==> config.mk <==
export PLATFORM = sky130hd
export DESIGN_NAME = combi_mode_ctrl
export DESIGN_NICKNAME = d
export VERILOG_FILES = /design/src/rtl/combi_pkg.sv /design/src/rtl/combi_mode_classify.sv /design/src/rtl/combi_mode_ctrl.sv
export SDC_FILE = /design/constraint.sdc
export NUM_CORES = 1
export LEC_CHECK = 0
export ABC_AREA = 0
export CORE_UTILIZATION = 29
export CTS_CLUSTER_SIZE = 24
export DETAILED_ROUTE_END_ITERATION = 12
export GPL_TIMING_DRIVEN = 0
export SETUP_SLACK_MARGIN = 0.2
export SLEW_MARGIN = 30
export SYNTH_ARGS = -nofsm -noshare
export SYNTH_HDL_FRONTEND = slang
export SYNTH_SLANG_ARGS = --single-unit
==> constraint.sdc <==
create_clock -name clk -period 1.85 [get_ports clk]
set_clock_uncertainty 0.2 [all_clocks]
set_input_delay 0.37 -clock clk [delete_from_list [all_inputs] [get_ports clk]]
set_output_delay 0.37 -clock clk [all_outputs]
set_load 0.005 [all_outputs]
==> src/rtl/combi_pkg.sv <==
// combi_pkg: shared types and ISA encodings for the combined-decode mode controller
package combi_pkg;
  typedef enum logic [1:0] {RUN, DRAIN, TRAP} mode_state_t;
  typedef enum logic [1:0] {AMB, RV, ARM, ILL} instr_class_t;
  localparam logic ISA_ARM = 1'b1;
  localparam logic ISA_RV = 1'b0;
  function automatic logic class_mode(input instr_class_t c);
    return c == ARM ? ISA_ARM : ISA_RV;
  endfunction
endpackage

==> src/rtl/combi_mode_classify.sv <==
// combi_mode_classify: qualifies the instruction in D and classifies it by sub-decoder legality
module combi_mode_classify
  import combi_pkg::*;
(
  input  logic         rv_valid,
  input  logic         arm_valid,
  input  logic         instr_valid,
  input  logic         stall,
  input  logic         flush,
  output logic         act,
  output instr_class_t cls
);
  assign act = instr_valid & ~stall & ~flush;
  assign cls = rv_valid ? (arm_valid ? AMB : RV) : (arm_valid ? ARM : ILL);
endmodule

==> src/rtl/combi_mode_ctrl.sv <==
// combi_mode_ctrl: sequences ARM/RISC-V decode mode with switch flush/drain, trap handshake and ambiguity tracking
module combi_mode_ctrl
  import combi_pkg::*;
#(
  parameter int   DRAIN_CYCLES = 2,
  parameter int   AMBIG_LIMIT  = 8,
  parameter logic RESET_ARM    = 1'b0
) (
  input  logic clk,
  input  logic reset,
  input  logic RVValidD,
  input  logic ARMValidD,
  input  logic InstrValidD,
  input  logic StallD,
  input  logic FlushD,
  input  logic TrapAck,
  output logic armIn,
  output logic SwitchFlushF,
  output logic StallReqD,
  output logic TrapD,
  output logic AmbigSat,
  output logic ModeQ
);
  localparam int DW = $clog2(DRAIN_CYCLES + 1);
  localparam int AW = $clog2(AMBIG_LIMIT + 1);
  logic         act, sel, opp, sw;
  instr_class_t cls;
  mode_state_t  state, state_n;
  logic [DW-1:0] drain_cnt;
  logic [AW-1:0] amb_cnt;
  combi_mode_classify u_classify (
    .rv_valid   (RVValidD),
    .arm_valid  (ARMValidD),
    .instr_valid(InstrValidD),
    .stall      (StallD),
    .flush      (FlushD),
    .act        (act),
    .cls        (cls)
  );
  assign sel = act & (cls == RV || cls == ARM);
  assign opp = sel & (class_mode(cls) != ModeQ);
  // an opposite-ISA instruction during drain is held in the old mode until RUN
  assign armIn = sel && !(state == DRAIN && opp) ? class_mode(cls) : ModeQ;
  assign StallReqD = state == TRAP || (state == DRAIN && opp);
  assign TrapD = state == TRAP;
  assign AmbigSat = amb_cnt == AW'(AMBIG_LIMIT);
  always_comb begin
    state_n = state;
    sw = 1'b0;
    if (state == TRAP) state_n = TrapAck ? RUN : TRAP;
    else if (act && cls == ILL) state_n = TRAP;
    else if (state == RUN && opp) begin
      state_n = DRAIN;
      sw = 1'b1;
    end
    else if (state == DRAIN && drain_cnt <= DW'(1)) state_n = RUN;
  end
  always_ff @(posedge clk) begin
    if (reset) begin
      state <= RUN;
      ModeQ <= RESET_ARM;
      SwitchFlushF <= 1'b0;
      drain_cnt <= '0;
      amb_cnt <= '0;
    end else begin
      state <= state_n;
      SwitchFlushF <= sw;
      if (sw) begin
        ModeQ <= class_mode(cls);
        drain_cnt <= DW'(DRAIN_CYCLES);
      end else if (state == DRAIN && drain_cnt != '0) drain_cnt <= drain_cnt - 1'b1;
      if (act && cls == AMB && !AmbigSat) amb_cnt <= amb_cnt + 1'b1;
      else if (sel) amb_cnt <= '0;
    end
  end
endmodule

# [Word level (Yosys, flattened, before mapping)]
# Index checks and enable logic that the tools add are counted.
[word_totals] ff_bits=10 input_bits=8 out_inout_bits=6 word_cells=58
[op_classes] n_addsub=2 order_cmp=1 eq_ne=7 mux=17 bitwise_logic=6 n_reduce_logical=19
[ops] cell="two-way mux 2 bit" count=8
[ops] cell="logical AND 1 bit" count=8
[ops] cell="two-way mux 4 bit" count=2
[ops] cell="two-way mux 1 bit" count=7
[ops] cell="== test 2 bit, second input constant" count=3
[ops] cell="nonzero test 2 bit" count=3
[ops] cell="adder 4 x 1 -> 4 bit, second input constant" count=1
[ops] cell="bitwise AND 1 bit" count=4
[ops] cell="== test 2 x 1 -> 1 bit, second input constant" count=2
[ops] cell="== test 4 bit, second input constant" count=1
[ops] cell="zero test 2 bit" count=2
[ops] cell="nonzero test 4 bit" count=1
[ops] cell="less-or-equal comparator 2 x 1 -> 1 bit, second input constant" count=1
[ops] cell="zero test 1 bit" count=2
[ops] cell="logical OR 1 bit" count=2
[ops] cell="inverter 1 bit" count=2
[ops] cell="OR reduction 2 bit" count=1
[ops] cell="subtractor 2 x 1 -> 2 bit, second input constant" count=1
[ops] cell="inequality test 1 bit" count=1

# [Logic depth before layout (Yosys ltp)]
[logic_depth] ltp_word=11 mapped_depth=6 ltp_nobuf=6

# [Cells and area by module]
# A second synthesis with hierarchy kept.
[unflattened] cells_unflattened=73 hier_area_um2=643.1
[by_module_without_submodules] mod="combi_mode_ctrl" instances=1 cells_each=70 area_each_um2=623.1 seq_area_each_um2=200.2
[by_module_without_submodules] mod="combi_mode_classify" instances=1 cells_each=3 area_each_um2=20.0 seq_area_each_um2=0.0

# [Worst setup path after synthesis]
# No wires, ideal clock.
[synth_timing] path_kind="input -> output" from="input port RVValidD" to="output port armIn" arrival_time_ns=1.340 required_time_ns=1.280 path_slack_ns=-0.060 cell_stages=5 n_path_buf=0 cell_sequence="inv_1 ha_1 and4bb_2 nand2_1 mux2_2"
[synth_via] elab_chain_cells=9 elab_cells_between_ends=12 classes_between="3 x eq/ne; 3 x mux; 2 x bitwise; 4 x reduce/logical"
[synth_rtl] element="start, declared" line="combi_mode_ctrl.sv:11" text="input logic RVValidD,"
[synth_rtl] element="two-way mux 2 bit *" line="combi_mode_classify.sv:14" text="assign cls = rv_valid ? (arm_valid ? AMB : RV) : (arm_valid ? ARM : ILL);"
[synth_rtl] element="== test 2 bit / == test 2 x 1 -> 1 bit (equally long branches)" line="combi_pkg.sv:8, combi_mode_ctrl.sv:40"
[synth_rtl] element="two-way mux 1 bit / logical OR 1 bit (equally long branches)" line="combi_pkg.sv:8, combi_mode_ctrl.sv:40"
[synth_rtl] element="inequality test 1 bit / bitwise AND 1 bit (equally long branches)" line="combi_mode_ctrl.sv:41, combi_mode_ctrl.sv:40"
[synth_rtl] element="bitwise AND 1 bit" line="combi_mode_ctrl.sv:41" text="assign opp = sel & (class_mode(cls) != ModeQ);"
[synth_rtl] element="logical AND 1 bit" line="combi_mode_ctrl.sv:43" text="assign armIn = sel && !(state == DRAIN && opp) ? class_mode(cls) : ModeQ;"
[synth_rtl] element="zero test 1 bit" line="combi_mode_ctrl.sv:43"
[synth_rtl] element="logical AND 1 bit" line="combi_mode_ctrl.sv:43"
[synth_rtl] element="two-way mux 1 bit *" line="combi_mode_ctrl.sv:43"
[synth_rtl] element="end, declared" line="combi_mode_ctrl.sv:17" text="output logic armIn,"
# Mark *: on every way between the ends. The rest lies on a longest branch, timed or not.

# [Final worst setup path]
# Same ends and word-level chain as after synthesis.

==> flow_metrics.tcl <==
set metrics [dict create \
    outcome "finished with violations" \
    violations "setup timing" \
    antenna_left 0 \
    cts_tree "yes" \
    ys_ff_latch 10 \
    reg2reg_slack_ns 0.18 \
    syn_area_um2 639 \
    ctsLongestPathBuffers 2 \
    ys_types 27 \
    root_buffer "clkbuf_4" \
    worstSetupPathType "primary input to output pin" \
    slew_violations 0 \
    rsz0062_at_grt "yes" \
    grt_max_degree 11 \
    synth-async-reset-ratio_pct 0 \
    setup_viol 2 \
    nNetsFinal 121 \
    multiInputGateArea_um2 458 \
    yosysTopAreaCellShare_pct 31.3 \
    power.share.switching_pct 23.0 \
    max_slew_margin_pct 70.3 \
    fp-row-count 16 \
    ios 14 \
    final_util_pct 53.4 \
    seq_area_frac_synth_pct 31.3 \
    p_leak_nw 0.442 \
    die_area_um2 2400 \
    yosys.area.top_type "dfxtp_1" \
    synthesis.nets 85 \
    clk_latency_ns 0.27 \
    cpPeakStageDelay_ns 0.29 \
    fin_crit_ns 2.03 \
    p_int_w 0.000376 \
    grt_pass1_wl_mm 2.61 \
    die_x_um 49.0 \
    vias 669 \
    dr.pass1.iters 4 \
    final-hold-violation-count 0 \
    clk_pin_slew_worst_paths_ns 0.07 \
    portBuffers 12 \
    vias_per_cell 5.07 \
    worstPathRequired_ns 1.28 \
    synthMostInstantiatedCell "dfxtp_1" \
    fmax_mhz 494 \
    drive_above_1_share_pct 49.5 \
    synthToLayoutAreaGrowth_pct 68.9 \
    grt_use_total_pct 13.9 \
    place.gp.congestion 0.716 \
    drv_cap 0 \
    r2r_cells 10 \
    cp.depth 7 \
    drt_iter0_drc 10 \
    p_comb_share_pct 14.4 \
    synth_area_per_cell_um2 9.13 \
    power_frac_seq_pct 44.5 \
    htree_levels 1 \
    antenna_found_initial 0 \
    avgRoutedWirePerCell_um 12.2 \
    hold_path_depth 2 \
    wl_mm 1.62 \
    p_per_area_nw_per_um2 452 \
    grt_pass1_vias 618 \
    drcViolationCount 0 \
    crit_buf_inv 3 \
    postSynthCellCount 70 \
    start_kind "primary input" \
    layout_setup_ws_ns -0.176 \
    p_clk_share_pct 41.1 \
    switchingPower_w 0.000112 \
    tightest_slew_ns 0.445 \
    stdcell_count 132 \
    holdWs_ns 0.290 \
    worstSetupEndpointType "output pin" \
    core_area_um2 2020 \
    antenna_cells 0 \
    vdd_ir_drop_max_v 0.000370 \
    synth_edf_count 0 \
    holdCritPathClass "register to register" \
    dp_cells 109 \
    critical-path-top-delay-family "simple AND/OR/NAND/NOR gates" \
    cp_max_fo 2 \
    die_y_um 49.0 \
    ys_top_cells_by_area "dfxtp_1 31%, ha_1 14%, o211ai_1 5.9%" \
    yosys-top-cells-count "10 x dfxtp_1, 8 x inv_1, 7 x ha_1" \
    crit_chain "buf_12 -> inv_12 -> ha_4 -> and4bb_2 -> nand2_2 -> mux2_4 -> buf_6" \
    nFillCells 194 \
    crit_slowest_cell "mux2_4" \
    yosys_warnings 0 \
    grt.overflow.total 0 \
    period_share_pct 110 \
    clock_sinks 10 \
    arrival_ns 1.46 \
    initial_core_util_pct 31.6 \
    cts_buffers 3 \
    synth_flop_cell "dfxtp_1" \
    seqCellArea_um2 210 \
    hpwl_mm 1.06 \
]
==> cell type report <==
type                       count  area share, %
inverter                       8           4.17
multi-input combinational     51           42.4
tap                           27           3.13
sequential                    10           19.5
timing repair buffer          31           27.1
clock buffer                   4           3.36
buffer                         1          0.348
==> power by group through the flow <==
stage | sequential, W | combinational, W | clock (W)
after floorplan | 0.000224 | 0.0000274 | 0
after global placement | 0.000224 | 0.0000544 | 0
after detailed placement | 0.000224 | 0.0000553 | 0
after CTS | 0.000218 | 0.0000641 | 0.000205
after global routing | 0.000218 | 0.0000766 | 0.000213
final | 0.000217 | 0.0000702 | 0.000201
==> routing by layer <==
| layer | vias to the layer above | share of wire (%) | global-route usage [%] |
|---|---|---|---|
| met5 | - | 0 | 0 |
| met4 | 0 | 0 | 3.92 |
| met3 | 0 | 4.5 | 4.98 |
| met2 | 15 | 56 | 25.7 |
| met1 | 320 | 39 | 14.8 |
| li1 | 334 | - | - |
==> path summary, 6_finish.rpt <==
| path | startpoint | to |
|---|---|---|
| worst max-delay path | RVValidD | armIn |
| worst min-delay path | drain_cnt[1] | drain_cnt[1] |
| worst max register to register | amb_cnt[1] | amb_cnt[2] |
| worst min register to register | drain_cnt[1] | drain_cnt[1] |
==> placed cells by master (no fill, tap or decap), drive strengths merged, types with 3 or more instances in the layout <==
| master | count |
|---|---|
| a31oi | 3 |
| inv | 8 |
| clkbuf | 4 |
| nand4bb | 3 |
| nor2 | 3 |
| ha | 7 |
| buf | 26 |
| a21oi | 4 |
| dfxtp | 10 |
| nand3 | 3 |
| o211ai | 5 |
| nand2 | 3 |
| dlygate4sd2 | 5 |
==> metrics by stage <==
step	power (W)	setup slack, ns	cell area [µm²]	setup TNS [ns]
floorplan	0.000251	0.0440	671	0
detailed placement	0.000279	-1.12	825	-6.00
finish	0.000488	-0.176	1080	-0.301
CTS	0.000486	-0.179	1000	-0.301
global placement	0.000278	-1.12	825	-5.68
global route	0.000507	-0.200	1080	-0.350
==> cells by family (layout without fill, tap and decap cells) <==
kind of cell	count (synthesis)	in the layout	share of synthesized area, %
AOI/OAI and AO/OA	15	15	15.9
xor gates and xnor gates	2	2	2.74
adders and majority gates	7	7	13.7
buffers and inverters	9	44	5.28
DFF	10	10	31.3
muxes	1	1	1.76
and+or+nand+nor	26	26	29.4
==> worst reg2reg max path, stage by stage, from the launching register on <==
cell and delay, ns:
dfxtp_2 0.33, inv_2 0.06, ha_4 0.13, nand3b_1 0.10, buf_4 0.16, buf_6 0.10, buf_6 0.10, buf_6 0.10
buf_6 0.12, nand4b_1 0.08, a31oi_1 0.07
==> flip-flops by register name, indices dropped and copies added, names as in the netlist <==
signal,cells
ModeQ,1
SwitchFlushF,1
amb_cnt,4
drain_cnt,2
state,2
==> timing repair <==
item | CTS | global route
pin swaps | 8 | 8
buffers inserted | 14 | 5
gates resized for setup | 51 | 13
setup endpoints to repair | 15 | 11
hold endpoints to repair | 0 | 0
cloned | 0 | 0
hold buffers | 0 | 0
No activity file was read; power rests on OpenSTA's default activity.
